==> src/rtl/microseq_ctrl_if.sv <==
// Bus between the microcode sequencer and its environment: instruction/flag
// inputs from the CPU core and the decoded control word going back out.
interface microseq_ctrl_if #(
  parameter int STEP_W = 3
);
  logic              ena;
  logic [3:0]        opcode;
  logic              flag_c;
  logic              flag_z;
  logic              resume;
  logic [14:0]       ctrl_out;
  logic [STEP_W-1:0] step;
  logic              instr_done;
  logic              halted;

  modport master (
    output ena, opcode, flag_c, flag_z, resume,
    input  ctrl_out, step, instr_done, halted
  );

  modport slave (
    input  ena, opcode, flag_c, flag_z, resume,
    output ctrl_out, step, instr_done, halted
  );
endinterface

==> src/rtl/microseq_ctrl.sv <==
// T-state microcode sequencer for the 8-bit CPU: early instruction end,
// conditional jumps on carry/zero, latched halt with resume, and an enable gate.
module microseq_ctrl #(
  parameter int T_STATES  = 6,
  parameter bit EARLY_END = 1'b1
) (
  input logic           clk,
  input logic           rst_n,
  microseq_ctrl_if.slave bus
);
  localparam int STEP_W = $clog2(T_STATES);
  localparam logic [STEP_W-1:0] STEP_MAX = STEP_W'(T_STATES - 1);

  typedef enum logic [0:0] {
    ST_RUN    = 1'b0,
    ST_HALTED = 1'b1
  } state_e;

  state_e            state_q, state_d;
  logic [STEP_W-1:0] step_q, step_d;
  logic              last_s;
  logic              hlt_s;
  logic [14:0]       ctrl_s;
  logic              done_s;

  // Index of the final microstep of each opcode (length - 1).
  function automatic logic [STEP_W-1:0] last_step(input logic [3:0] op);
    logic [STEP_W-1:0] l;
    case (op)
      4'h1, 4'h4:                             l = STEP_W'(3);
      4'h2, 4'h3:                             l = STEP_W'(4);
      4'h5, 4'h6, 4'h7, 4'h8, 4'hE, 4'hF:     l = STEP_W'(2);
      default:                                l = STEP_W'(1);
    endcase
    return l;
  endfunction

  // Control word for a given step in RUN; anything past an instruction's end is 0.
  function automatic logic [14:0] step_word(input logic [3:0] op, input logic [STEP_W-1:0] st,
                                            input logic c, input logic z);
    logic [14:0] w;
    case (st)
      STEP_W'(0): w = 15'h2002;
      STEP_W'(1): w = 15'h0A04;
      STEP_W'(2): begin
        case (op)
          4'h1, 4'h2, 4'h3, 4'h4: w = 15'h2400;
          4'h5:    w = 15'h0500;
          4'h6:    w = 15'h0401;
          4'h7:    w = c ? 15'h0401 : 15'h0000;
          4'h8:    w = z ? 15'h0401 : 15'h0000;
          4'hE:    w = 15'h0088;
          4'hF:    w = 15'h4000;
          default: w = 15'h0000;
        endcase
      end
      STEP_W'(3): begin
        case (op)
          4'h1:       w = 15'h0900;
          4'h2, 4'h3: w = 15'h0810;
          4'h4:       w = 15'h1080;
          default:    w = 15'h0000;
        endcase
      end
      STEP_W'(4): begin
        case (op)
          4'h2:    w = 15'h0140;
          4'h3:    w = 15'h0160;
          default: w = 15'h0000;
        endcase
      end
      default: w = 15'h0000;
    endcase
    return w;
  endfunction

  assign last_s = EARLY_END ? (step_q == last_step(bus.opcode)) : (step_q == STEP_MAX);
  assign hlt_s  = (state_q == ST_RUN) && (step_q == STEP_W'(2)) && (bus.opcode == 4'hF);

  // State and step registers.
  always_ff @(posedge clk) begin
    if (!rst_n) begin
      state_q <= ST_RUN;
      step_q  <= '0;
    end else begin
      state_q <= state_d;
      step_q  <= step_d;
    end
  end

  // Next-state: ena low freezes everything; HLT wins over the early-end wrap.
  always_comb begin
    state_d = state_q;
    step_d  = step_q;
    if (!bus.ena) begin
      state_d = state_q;
      step_d  = step_q;
    end else if (state_q == ST_HALTED) begin
      if (bus.resume) begin
        state_d = ST_RUN;
        step_d  = '0;
      end else begin
        state_d = ST_HALTED;
        step_d  = '0;
      end
    end else if (hlt_s) begin
      state_d = ST_HALTED;
      step_d  = '0;
    end else if (last_s) begin
      state_d = ST_RUN;
      step_d  = '0;
    end else begin
      state_d = ST_RUN;
      step_d  = step_q + STEP_W'(1);
    end
  end

  // Output decode, gated off during reset and while disabled.
  always_comb begin
    ctrl_s = 15'h0000;
    done_s = 1'b0;
    if (!rst_n || !bus.ena) begin
      ctrl_s = 15'h0000;
      done_s = 1'b0;
    end else if (state_q == ST_HALTED) begin
      ctrl_s = 15'h4000;
      done_s = 1'b0;
    end else begin
      ctrl_s = step_word(bus.opcode, step_q, bus.flag_c, bus.flag_z);
      done_s = last_s;
    end
  end

  assign bus.ctrl_out   = ctrl_s;
  assign bus.instr_done = done_s;
  assign bus.step       = step_q;
  assign bus.halted     = (state_q == ST_HALTED);
endmodule

==> src/flat_wrapper.sv <==
// flat-port wrapper written by rule: the top's interface ports become plain ports
module microseq_ctrl_flat 
#(
  parameter int T_STATES  = 6,
  parameter bit EARLY_END = 1'b1
)
  (clk, rst_n, bus_ena, bus_opcode, bus_flag_c, bus_flag_z, bus_resume, bus_ctrl_out, bus_step, bus_instr_done, bus_halted);
  microseq_ctrl_if #(.STEP_W(3)) bus_i ();
  input logic clk;
  input logic rst_n;
  input wire logic [$bits(bus_i.ena)-1:0] bus_ena;
  input wire logic [$bits(bus_i.opcode)-1:0] bus_opcode;
  input wire logic [$bits(bus_i.flag_c)-1:0] bus_flag_c;
  input wire logic [$bits(bus_i.flag_z)-1:0] bus_flag_z;
  input wire logic [$bits(bus_i.resume)-1:0] bus_resume;
  output wire logic [$bits(bus_i.ctrl_out)-1:0] bus_ctrl_out;
  output wire logic [$bits(bus_i.step)-1:0] bus_step;
  output wire logic [$bits(bus_i.instr_done)-1:0] bus_instr_done;
  output wire logic [$bits(bus_i.halted)-1:0] bus_halted;
  assign bus_i.ena = bus_ena;
  assign bus_i.opcode = bus_opcode;
  assign bus_i.flag_c = bus_flag_c;
  assign bus_i.flag_z = bus_flag_z;
  assign bus_i.resume = bus_resume;
  assign bus_ctrl_out = bus_i.ctrl_out;
  assign bus_step = bus_i.step;
  assign bus_instr_done = bus_i.instr_done;
  assign bus_halted = bus_i.halted;
  microseq_ctrl #(.T_STATES(T_STATES), .EARLY_END(EARLY_END)) u_core (.clk(clk), .rst_n(rst_n), .bus(bus_i));
endmodule
==> config.mk <==
export PLATFORM = sky130hd
export DESIGN_NAME = microseq_ctrl_flat
export DESIGN_NICKNAME = d
export VERILOG_FILES = /design/src/rtl/microseq_ctrl_if.sv /design/src/rtl/microseq_ctrl.sv /design/src/flat_wrapper.sv
export SDC_FILE = /design/constraint.sdc
export NUM_CORES = 1
export LEC_CHECK = 0
export CAP_MARGIN = 20
export CORE_UTILIZATION = 35
export DETAILED_ROUTE_END_ITERATION = 8
export PLACE_DENSITY = 0.68
export SLEW_MARGIN = 25
export SYNTH_ARGS = -nofsm -noshare
export SYNTH_HDL_FRONTEND = slang
export SYNTH_SLANG_ARGS = --single-unit
==> constraint.sdc <==
create_clock -name clk -period 4.8 [get_ports clk]
set_input_delay 0.96 -clock clk [delete_from_list [all_inputs] [get_ports clk]]
set_output_delay 0.96 -clock clk [all_outputs]
set_load 0.005 [all_outputs]
==> run summary <==
STA
--------------------------------------------------------------------------------------------------------
Tmin final ................................................................................      4.35 ns
Sum of negative setup slack ...............................................................         0 ns
Slew margin rel. ..........................................................................        65.4%
Final cycle utilization of the critical path ..............................................        90.6%
Worst setup skew after layout .............................................................   0.00873 ns
Achievable clock frequency ................................................................    0.230 GHz
Pins over their slew limit ................................................................            0
Unrepaired setup endpoints after global routing ...........................................           no
Count of endpoints failing hold in the final timing report ................................            0
Hold slack ................................................................................     0.596 ns
Slew of the pin with the lowest slew margin ...............................................     0.516 ns
Count of endpoints failing setup in the final report ......................................            0

CLOCK NETWORK
--------------------------------------------------------------------------------------------------------
TritonCTS clock tree ......................................................................          yes
Clk buf depth .............................................................................            2
Clock Tree Root ...........................................................................     clkbuf_4
Depth of the CTS H-tree ...................................................................            1
Clock latency on the worst-skew pair ......................................................      0.24 ns
TritonCTS buffer count ....................................................................            3
Post-CTS Setup Bufs .......................................................................            0
Clock sink count ..........................................................................            4
Hold buffers post-CTS .....................................................................            0
Post-CTS clock slew at the launch and capture registers of the worst setup and hold paths .      0.03 ns
Resized Gates After CTS ...................................................................            0

PWR
--------------------------------------------------------------------------------------------------------
Net switching power of the design .........................................................    0.0466 mW
Pleak .....................................................................................     0.372 nW
Clock share of power ......................................................................        30.9%
Total power after layout ..................................................................     0.138 mW
Sequential power share ....................................................................        27.2%
Switching Fraction ........................................................................        33.8%
Power density relative to cell area .......................................................   136 nW/µm²
Worst vdd ir ..............................................................................   0.000139 V
Pint ......................................................................................    0.0915 mW
Combinational power share .................................................................        41.9%

SYNTH
--------------------------------------------------------------------------------------------------------
Number of different library cells in the post-synthesis netlist ...........................           41
Async S/R FF share, synth .................................................................           0%
Per-instance average area after synthesis .................................................     7.02 µm²
Number of enable flip-flop cells after synthesis ..........................................            0
Prevailing post-synth register cell .......................................................      dfxtp_1
Instance count of the mapped netlist ......................................................          102
Number of warnings printed during yosys synthesis .........................................            0
Cell types occupying the most area after synthesis ........................................ dfxtp_1 (11%), ha_1 (8.7%), nand2_1 (5.8%)
Sequential area share after synthesis .....................................................        11.2%
Cell accounting for the most synthesized area .............................................      dfxtp_1
Mapped cell area ..........................................................................      716 µm²
Top-area cell type share of the netlist area ..............................................        11.2%
Nets in the synthesized netlist ...........................................................          117
Flip-flop and latch count after synthesis .................................................            4

FINAL LAYOUT
--------------------------------------------------------------------------------------------------------
Proportion of layout cells with a drive suffix above 1 ....................................        7.03%
Fill count ................................................................................          189
Post-layout instance area .................................................................     1010 µm²
Count of nets after finishing .............................................................          145
Diode count ...............................................................................            0
Most frequent cells in the layout ......................................................... clkdlybuf4s50_1 (29), nand2_1 (11), nor2_1 (8), a31oi_1 (6)
Area Growth Syn to Fin ....................................................................        41.8%
Most common cell after layout, fill and taps aside ........................................ clkdlybuf4s50_1

JOB
--------------------------------------------------------------------------------------------------------
Max-cap viol count ........................................................................            0

GLOBAL ROUTE
--------------------------------------------------------------------------------------------------------
First-pass GRT wire length ................................................................      3250 µm
Total GRT Usage ...........................................................................        20.3%
Pin count of the biggest net entering global routing ......................................           17
Vias in the first global route ............................................................          778
Initial antenna violation count ...........................................................            0
Total gr overflow .........................................................................            0

ROUTING
--------------------------------------------------------------------------------------------------------
Total wire length after detailed routing ..................................................      2010 µm
Avg WL per Cell ...........................................................................      13.2 µm
Final routed DRC violation total ..........................................................            0
Mean number of vias per cell ..............................................................         5.56
Vias post-DR ..............................................................................          850
ANT nets after route ......................................................................            0
Length of the first detailed-routing pass in iterations ...................................            4
DRC violation total after the first TritonRoute iteration .................................           12

PLACEMENT
--------------------------------------------------------------------------------------------------------
Total of buffers placed on input and output ports .........................................           29
Detailed-placement wirelength estimate ....................................................      1530 µm
Total placed instance area ................................................................      992 µm²
Final weighted congestion in routability-driven placement .................................        0.817

FLOORPLANNING
--------------------------------------------------------------------------------------------------------
Initial standard-cell utilization of the core .............................................        39.3%
Placeable core region .....................................................................     1820 µm²
Die Wd ....................................................................................      47.2 µm
Total die area ............................................................................     2230 µm²
Num ports .................................................................................           30
Vertical extent of the die ................................................................      47.2 µm
Rows ......................................................................................           15

CRITICAL PATH
--------------------------------------------------------------------------------------------------------
Startpoint class of the critical path ..................................................... primary input
Classification of the worst setup path .................................................... primary input to output pin
Type of element capturing the critical path ...............................................   output pin
Maximum fanout along the worst path .......................................................           13
Signal arrival time at the worst endpoint .................................................      3.39 ns
Endpoint required time on the critical path ...............................................      3.84 ns

STATUS
--------------------------------------------------------------------------------------------------------
Run status ................................................................................    completed

WORST HOLD PATH
--------------------------------------------------------------------------------------------------------
Type of the worst min-delay path .......................................................... flip-flop to flip-flop

[final timing paths]
path / start / end / slack [ns] / cells after the start
setup reg to reg: u_core.bus.step[1]$_SDFFE_PN0P_ / u_core.bus.step[0]$_SDFFE_PN0P_ / 3.02 / 5
setup / recovery: bus_opcode[0] / bus_instr_done / 0.45 / 7
hold / removal: u_core.bus.step[2]$_SDFFE_PN0P_ / u_core.bus.step[2]$_SDFFE_PN0P_ / 0.60 / 2
hold reg to reg: u_core.bus.step[2]$_SDFFE_PN0P_ / u_core.bus.step[2]$_SDFFE_PN0P_ / 0.60 / 2
[Yosys cell counts, drive strengths merged, types with 2 or more instances]
cell type / number
o21a: 2
nand2: 11
nor2: 8
and2: 2
nor3b: 2
nor3: 5
a31oi: 6
and3: 6
o21ai: 2
a21oi: 5
nand3: 5
nor2b: 4
inv: 5
nand3b: 2
ha: 5
buf: 8
dfxtp: 4
nor4b: 2
[cell families after synthesis]
family                     count (synthesis)  synth area share, %
AOI/OAI and AO/OA                         25                 25.5
adders and majority gates                  5                 8.74
and+or+nand+nor                           53                 40.7
muxes                                      1                 1.57
DFF                                        4                 11.2
xor gates and xnor gates                   1                 1.22
buffers and inverters                     13                 11.0
[through the flow]
| stage | utilization [%] | instances | worst slack, ns |
|---|---|---|---|
| floorplan | - | 102 | 1.75 |
| global placement | 54.5 | 150 | 0.532 |
| detailed placement | 54.5 | 150 | 0.466 |
| CTS | 55.7 | 153 | 0.463 |
| global route | 55.7 | 153 | 0.288 |
| finish | 55.7 | 153 | 0.452 |
[layer usage]
layer  GRT usage [%]  vias up  wire length (µm)
li1                -      431                 -
met1            24.7      395               911
met2            35.6       24              1010
met3            3.08        0                89
met4            7.43        0                 0
met5               0        -                 0
[layout make-up]
type	instances	area [µm²]	area share, %
multi-input cells	85	557	54.9
repair buffers	31	305	30.1
flip-flops and latches	4	80.1	7.89
well taps	25	31.3	3.08
clock buffers	3	22.5	2.22
inverters	5	18.8	1.85
[critical path, cell delays in order]
cell and delay [ns]:
clkdlybuf4s50_1 0.72, and2b_1 0.27, a21oi_2 0.04, a2111o_1 0.42, a221oi_2 0.31, and2_1 0.16
clkdlybuf4s50_1 0.49
[power by group through the flow]
stage | Sequential, mW | Combinational (mW) | Clock [mW]
3_5_place_dp | 0.0381 | 0.0570 | 0
3_3_place_gp | 0.0381 | 0.0568 | 0
6_report | 0.0376 | 0.0579 | 0.0427
5_1_grt | 0.0381 | 0.0646 | 0.0469
2_1_floorplan | 0.0368 | 0.0362 | 0
4_1_cts | 0.0376 | 0.0575 | 0.0447
[state kept, by name, summed over array words and instances, names as in the netlist]
signal,cells
u_core.bus.step,3
u_core.bus.halted,1
No activity file was read; power rests on OpenSTA's default activity.
